$ cat src/rtl/cmd_engine.sv
// rtl/cmd_engine.sv - SPI packet FIFO and command decoder with multi-cell write sequencer
module cmd_engine #(
    parameter int X_BITS  = 5,
    parameter int Y_BITS  = 5,
    parameter int COLOR_W = 3,
    parameter int SCORE_W = 10,
    parameter int DEPTH   = 4
) (
    input  logic                       clk,
    input  logic                       reset,
    input  logic                       spi_done,
    input  logic [7:0]                 command,
    input  logic [7:0]                 databyte1,
    input  logic [7:0]                 databyte2,
    input  logic                       wready,
    output logic                       we,
    output logic [X_BITS+Y_BITS-1:0]   waddr,
    output logic [COLOR_W-1:0]         wdata,
    output logic [SCORE_W-1:0]         score,
    output logic                       cmd_ack,
    output logic                       busy,
    output logic                       overflow,
    output logic [7:0]                 err_count
);

    localparam int AW = X_BITS + Y_BITS;
    localparam int PW = $clog2(DEPTH);
    localparam int CW = PW + 1;
    localparam logic [CW-1:0]     DEPTH_C = CW'(DEPTH);
    localparam logic [CW-1:0]     CNT_ONE = CW'(1);
    localparam logic [PW-1:0]     PTR_ONE = PW'(1);
    localparam logic [AW-1:0]     ADR_ONE = AW'(1);
    localparam logic [X_BITS-1:0] X_ONE   = X_BITS'(1);

    localparam logic [2:0] OP_CELL  = 3'b001;
    localparam logic [2:0] OP_SCORE = 3'b010;
    localparam logic [2:0] OP_HRUN  = 3'b011;
    localparam logic [2:0] OP_CLEAR = 3'b100;

    typedef enum logic [1:0] {
        IDLE   = 2'd0,
        DECODE = 2'd1,
        WRITE  = 2'd2
    } state_t;

    state_t        state;
    logic [23:0]   mem [DEPTH];
    logic [PW-1:0] wr_ptr;
    logic [PW-1:0] rd_ptr;
    logic [CW-1:0] count;
    logic [23:0]   dec;
    logic [2:0]    dec_op;
    logic          push;
    logic          pop;
    logic          last_addr;
    logic          unused_bits;

    // Push is judged on the pre-edge count only, so a same-cycle pop never frees a slot for it
    assign push   = spi_done && (count < DEPTH_C);
    assign pop    = (state == IDLE) && (count != '0);
    assign busy   = (count != '0) || (state != IDLE);
    assign dec_op = dec[23:21];
    assign unused_bits = ^dec;

    // Final address of the running command: CELL is single, HRUN ends at x wrap, CLEAR at full wrap
    always_comb begin
        last_addr = 1'b1;
        case (dec_op)
            OP_HRUN:  last_addr = &waddr[X_BITS-1:0];
            OP_CLEAR: last_addr = &waddr;
            default:  last_addr = 1'b1;
        endcase
    end

    // FIFO pointers, occupancy, acknowledge pulse and sticky overflow flag
    always_ff @(posedge clk or negedge reset) begin
        if (!reset) begin
            wr_ptr   <= '0;
            rd_ptr   <= '0;
            count    <= '0;
            cmd_ack  <= 1'b0;
            overflow <= 1'b0;
        end else begin
            cmd_ack <= push;
            if (spi_done && !push) overflow <= 1'b1;
            if (push) wr_ptr <= wr_ptr + PTR_ONE;
            if (pop)  rd_ptr <= rd_ptr + PTR_ONE;
            case ({push, pop})
                2'b10:   count <= count + CNT_ONE;
                2'b01:   count <= count - CNT_ONE;
                default: count <= count;
            endcase
        end
    end

    // Packet storage; contents are don't-care until written, so no reset is needed
    always_ff @(posedge clk) begin
        if (push) mem[wr_ptr] <= {command, databyte1, databyte2};
    end

    // Command FSM: pop, decode, then sequence framebuffer writes under the wready handshake
    always_ff @(posedge clk or negedge reset) begin
        if (!reset) begin
            state     <= IDLE;
            dec       <= '0;
            we        <= 1'b0;
            waddr     <= '0;
            wdata     <= '0;
            score     <= '0;
            err_count <= '0;
        end else begin
            case (state)
                IDLE: begin
                    if (pop) begin
                        dec   <= mem[rd_ptr];
                        state <= DECODE;
                    end
                end
                DECODE: begin
                    state <= IDLE;
                    case (dec_op)
                        OP_CELL, OP_HRUN: begin
                            waddr <= {dec[8 +: Y_BITS], dec[0 +: X_BITS]};
                            wdata <= dec[16 +: COLOR_W];
                            we    <= 1'b1;
                            state <= WRITE;
                        end
                        OP_CLEAR: begin
                            waddr <= '0;
                            wdata <= dec[16 +: COLOR_W];
                            we    <= 1'b1;
                            state <= WRITE;
                        end
                        OP_SCORE: score <= dec[SCORE_W-1:0];
                        3'b101, 3'b110, 3'b111: begin
                            if (err_count != 8'hFF) err_count <= err_count + 8'd1;
                        end
                        default: ;
                    endcase
                end
                WRITE: begin
                    if (wready) begin
                        if (last_addr) begin
                            we    <= 1'b0;
                            state <= IDLE;
                        end else if (dec_op == OP_HRUN) begin
                            waddr <= {waddr[AW-1:X_BITS], waddr[X_BITS-1:0] + X_ONE};
                        end else begin
                            waddr <= waddr + ADR_ONE;
                        end
                    end
                end
                default: state <= IDLE;
            endcase
        end
    end

endmodule

$ cat config.mk
export PLATFORM = sky130hd
export DESIGN_NAME = cmd_engine
export DESIGN_NICKNAME = d
export VERILOG_FILES = /design/src/rtl/cmd_engine.sv
export SDC_FILE = /design/constraint.sdc
export NUM_CORES = 1
export LEC_CHECK = 0
export BUFFER_PORTS_ARGS = -buffer_cell sky130_fd_sc_hd__buf_2
export CORE_ASPECT_RATIO = 0.5
export CORE_MARGIN = 2
export CORE_UTILIZATION = 50
export DETAILED_ROUTE_END_ITERATION = 16
export PLACE_DENSITY = 0.77
export SLEW_MARGIN = 10
export SYNTH_ARGS = -nofsm -noshare
export SYNTH_HDL_FRONTEND = slang
export SYNTH_SLANG_ARGS = --single-unit
$ cat constraint.sdc
create_clock -name clk -period 2.31 [get_ports clk]
set_input_delay 0.1155 -clock clk [delete_from_list [all_inputs] [get_ports clk]]
set_output_delay 0.1155 -clock clk [all_outputs]
set_load 0.01 [all_outputs]
==> results.py <==
metrics = {
    "drt": {
        "finalWirelength_um": 10970,
        "ant_nets": 0,
        "drtIter0Drc": 235,
        "wire_per_inst_um": 17.28,
        "dr.pass1.iters": 4,
        "vias_per_cell": 5.287,
        "drc": 0,
        "dr_total_vias": 3357,
    },
    "power": {
        "switching_power_uw": 3184,
        "p_clk_share_pct": 27.6,
        "power_frac_seq_pct": 40.2,
        "p_int_uw": 6199,
        "power.leakage_uw": 0.002874,
        "switching_share_pct": 33.93,
        "combinationalPowerShare_pct": 32.2,
        "p_per_area_mw_per_mm2": 1354,
        "ir_drop_v": 0.0007748,
    },
    "placement": {
        "place.gp.congestion": 0.8457,
        "dpl_cell_area_mm2": 0.006155,
        "io_buffers": 57,
        "dp_hpwl_um": 6706,
    },
    "critical_path": {
        "crit_arrival_ns": 2.42,
        "cp.required_ns": 2.61,
        "critPathCaptureType": "flip-flop",
        "start_kind": "flip-flop",
        "crit_fanout": 7,
        "critPathKind": "flip-flop to flip-flop",
    },
    "status": {
        "status": "finished clean",
    },
    "floorplanning": {
        "core_area_mm2": 0.01098,
        "initial_core_util_pct": 51.33,
        "die_w_um": 154.1,
        "die_h_um": 79.07,
        "rows": 27,
        "dieArea_mm2": 0.01219,
        "num_io_pins": 63,
    },
    "synth": {
        "synth_nets": 415,
        "synthArstFlopShare_pct": 44.93,
        "synth_cell_type_count": 46,
        "avgSynthCellArea_um2": 14.91,
        "syn_area_mm2": 0.005635,
        "synth_ff_type": "edfxtp_1",
        "synth_seq_cells": 138,
        "seq_area_frac_synth_pct": 68.03,
        "synth_top_area_share_pct": 40.50,
        "synthTopCellsByArea": "edfxtp_1 (40%), dfrtp_1 (28%), mux4_2 (7.6%), nand2_1 (5.1%), mux2_2 (3.6%)",
        "synth_edf_count": 76,
        "synthCells": 378,
        "yosys_warnings": 0,
        "synth_top_cell_by_area": "edfxtp_1",
    },
    "sta": {
        "skew_ns": 0.01053,
        "fmax_mhz": 471.8,
        "slew_headroom_pct": 48.36,
        "hold_viol": 0,
        "tightestPinTransition_ns": 0.7747,
        "min_period_over_period_pct": 91.76,
        "post-route-min-period_ns": 2.120,
        "setup_tns_ns": 0,
        "drv_slew": 0,
        "rsz0062_at_grt": "no",
        "finalSetupViolCount": 0,
    },
    "layout": {
        "drive_gt1_share_pct": 30.61,
        "nNetsFinal": 514,
        "diodes": 0,
        "final_area_mm2": 0.006930,
        "syn_to_final_growth_pct": 22.98,
    },
    "grt": {
        "antenna_found_initial": 0,
        "overflow": 0,
        "first_global_vias": 3423,
        "grt_pass1_wl_um": 17860,
        "grt_max_degree": 63,
        "grt_util_all_layers_pct": 19.80,
    },
    "clock_tree": {
        "cts.sinks": 138,
        "cts_made_buffers": 17,
        "clk_pin_slew_ns": 0.06,
        "clockBufferDepth": 2,
        "cts_tree": "yes",
        "clk_latency_ns": 0.43,
        "root_buffer": "clkbuf_16",
        "cts_max_level": 4,
        "post_cts_buffers": 0,
    },
    "hold_path": {
        "hold_class": "input pin to flip-flop",
    },
    "run": {
        "drv_cap": 0,
    },
}
-- cell type report --
class | instances | area (µm²)
Clock inverter | 15 | 140.1
Fill cell | 773 | 4049
Clock buffer | 17 | 425.4
Multi-Input combinational cell | 219 | 1719
Inverter | 10 | 37.54
Tap cell | 145 | 181.4
Timing Repair Buffer | 91 | 593.1
Sequential cell | 138 | 3834
-- cell usage after synthesis (3+ instances only) --
master     n
mux4_2    19
nor2_1    10
clkbuf_1   8
and2_1     5
a31oi_1    3
ha_1       8
inv_1     10
and3_1     3
dfrtp_1   62
nand2_1   77
xor2_1     8
nand4_1    6
o21ai_0    7
mux2_2    18
nand3_1    6
buf_2      3
a21oi_1    7
xnor2_1    9
edfxtp_1  76
-- cell families after synthesis --
logic type | count (synthesis) | synth area share, %
compound gates | 29 | 3.463
fa+ha+maj | 9 | 2.132
mux | 40 | 11.90
simple gates | 124 | 10.37
buf+inv | 21 | 1.465
xor+xnor | 17 | 2.642
flops | 138 | 68.03
-- power groups by stage --
stage	sequential [µW]	clock, µW	combinational, µW
6_report	3770	2590	3020
3_5_place_dp	3800	0	2980
2_1_floorplan	3810	0	2000
4_1_cts	3760	2620	3050
5_1_grt	3850	2730	3360
3_3_place_gp	3760	0	2900
-- sequential cells by signal, summed over array words and instances, names as in the netlist --
register and count:
cmd_ack 1, count 3, waddr 10, overflow 1, dec 19, score 10, wdata 3, wr_ptr 2
we 1, rd_ptr 2, mem 76, err_count 8, state 2
-- final timing paths --
path                          start   endpoint  slack (ns)  cells after the start
min reg2reg                overflow   overflow        0.45                      1
min                          wready   state[1]        0.08                      3
max reg2reg                 dec[21]   waddr[6]        0.19                      5
min in group asynchronous     reset  wr_ptr[0]        0.39                      3
max in group asynchronous     reset   waddr[5]        1.40                      3
max                         dec[21]   waddr[6]        0.19                      5
-- cell usage in the layout, fill, tap and decap left out, drive strengths merged, types with 7 or more instances in the layout --
cell         instances
ha                   8
inv                 16
edfxtp              76
clkbuf              17
a21oi                7
dlygate4sd3         21
buf                 70
mux4                19
xor2                 8
o21ai                9
xnor2                9
nor2                11
dfrtp               62
nand2               77
mux2                20
-- routing by layer --
layer | track usage (%) | share of wire (%)
met5 | 0 | 0
met4 | 8.131 | 1.4
met3 | 5.131 | 4.2
met2 | 31.35 | 48
met1 | 26.60 | 46
-- stage by stage --
step / utilization, % / worst slack (ns) / hold WS, ns / power [µW] / std cells
CTS: 63.12 / 0.1889 / 0.06812 / 9433 / 635
floorplan: - / 0.2226 / -0.1801 / 5801 / 378
global route: 63.12 / 0.09088 / 0.08682 / 9939 / 635
global placement: 56.06 / 0.2346 / 0.3202 / 6663 / 582
detailed placement: 56.06 / 0.2068 / 0.3266 / 6781 / 582
finish: 63.12 / 0.1903 / 0.08065 / 9383 / 635
-- worst max-delay path: stages, from the launching register on --
cell and delay [ns]:
dfrtp_1 0.43, or3b_4 0.46, nor4_4 0.40, o21ai_2 0.12
nand2_1 0.23, mux2_2 0.37
-- what timing repair did --
item | CTS | global route
hold endpoints to repair | 139 | 0
resized for setup | 0 | 0
hold buffers | 21 | 0
Power figures use the tool's default switching activity.
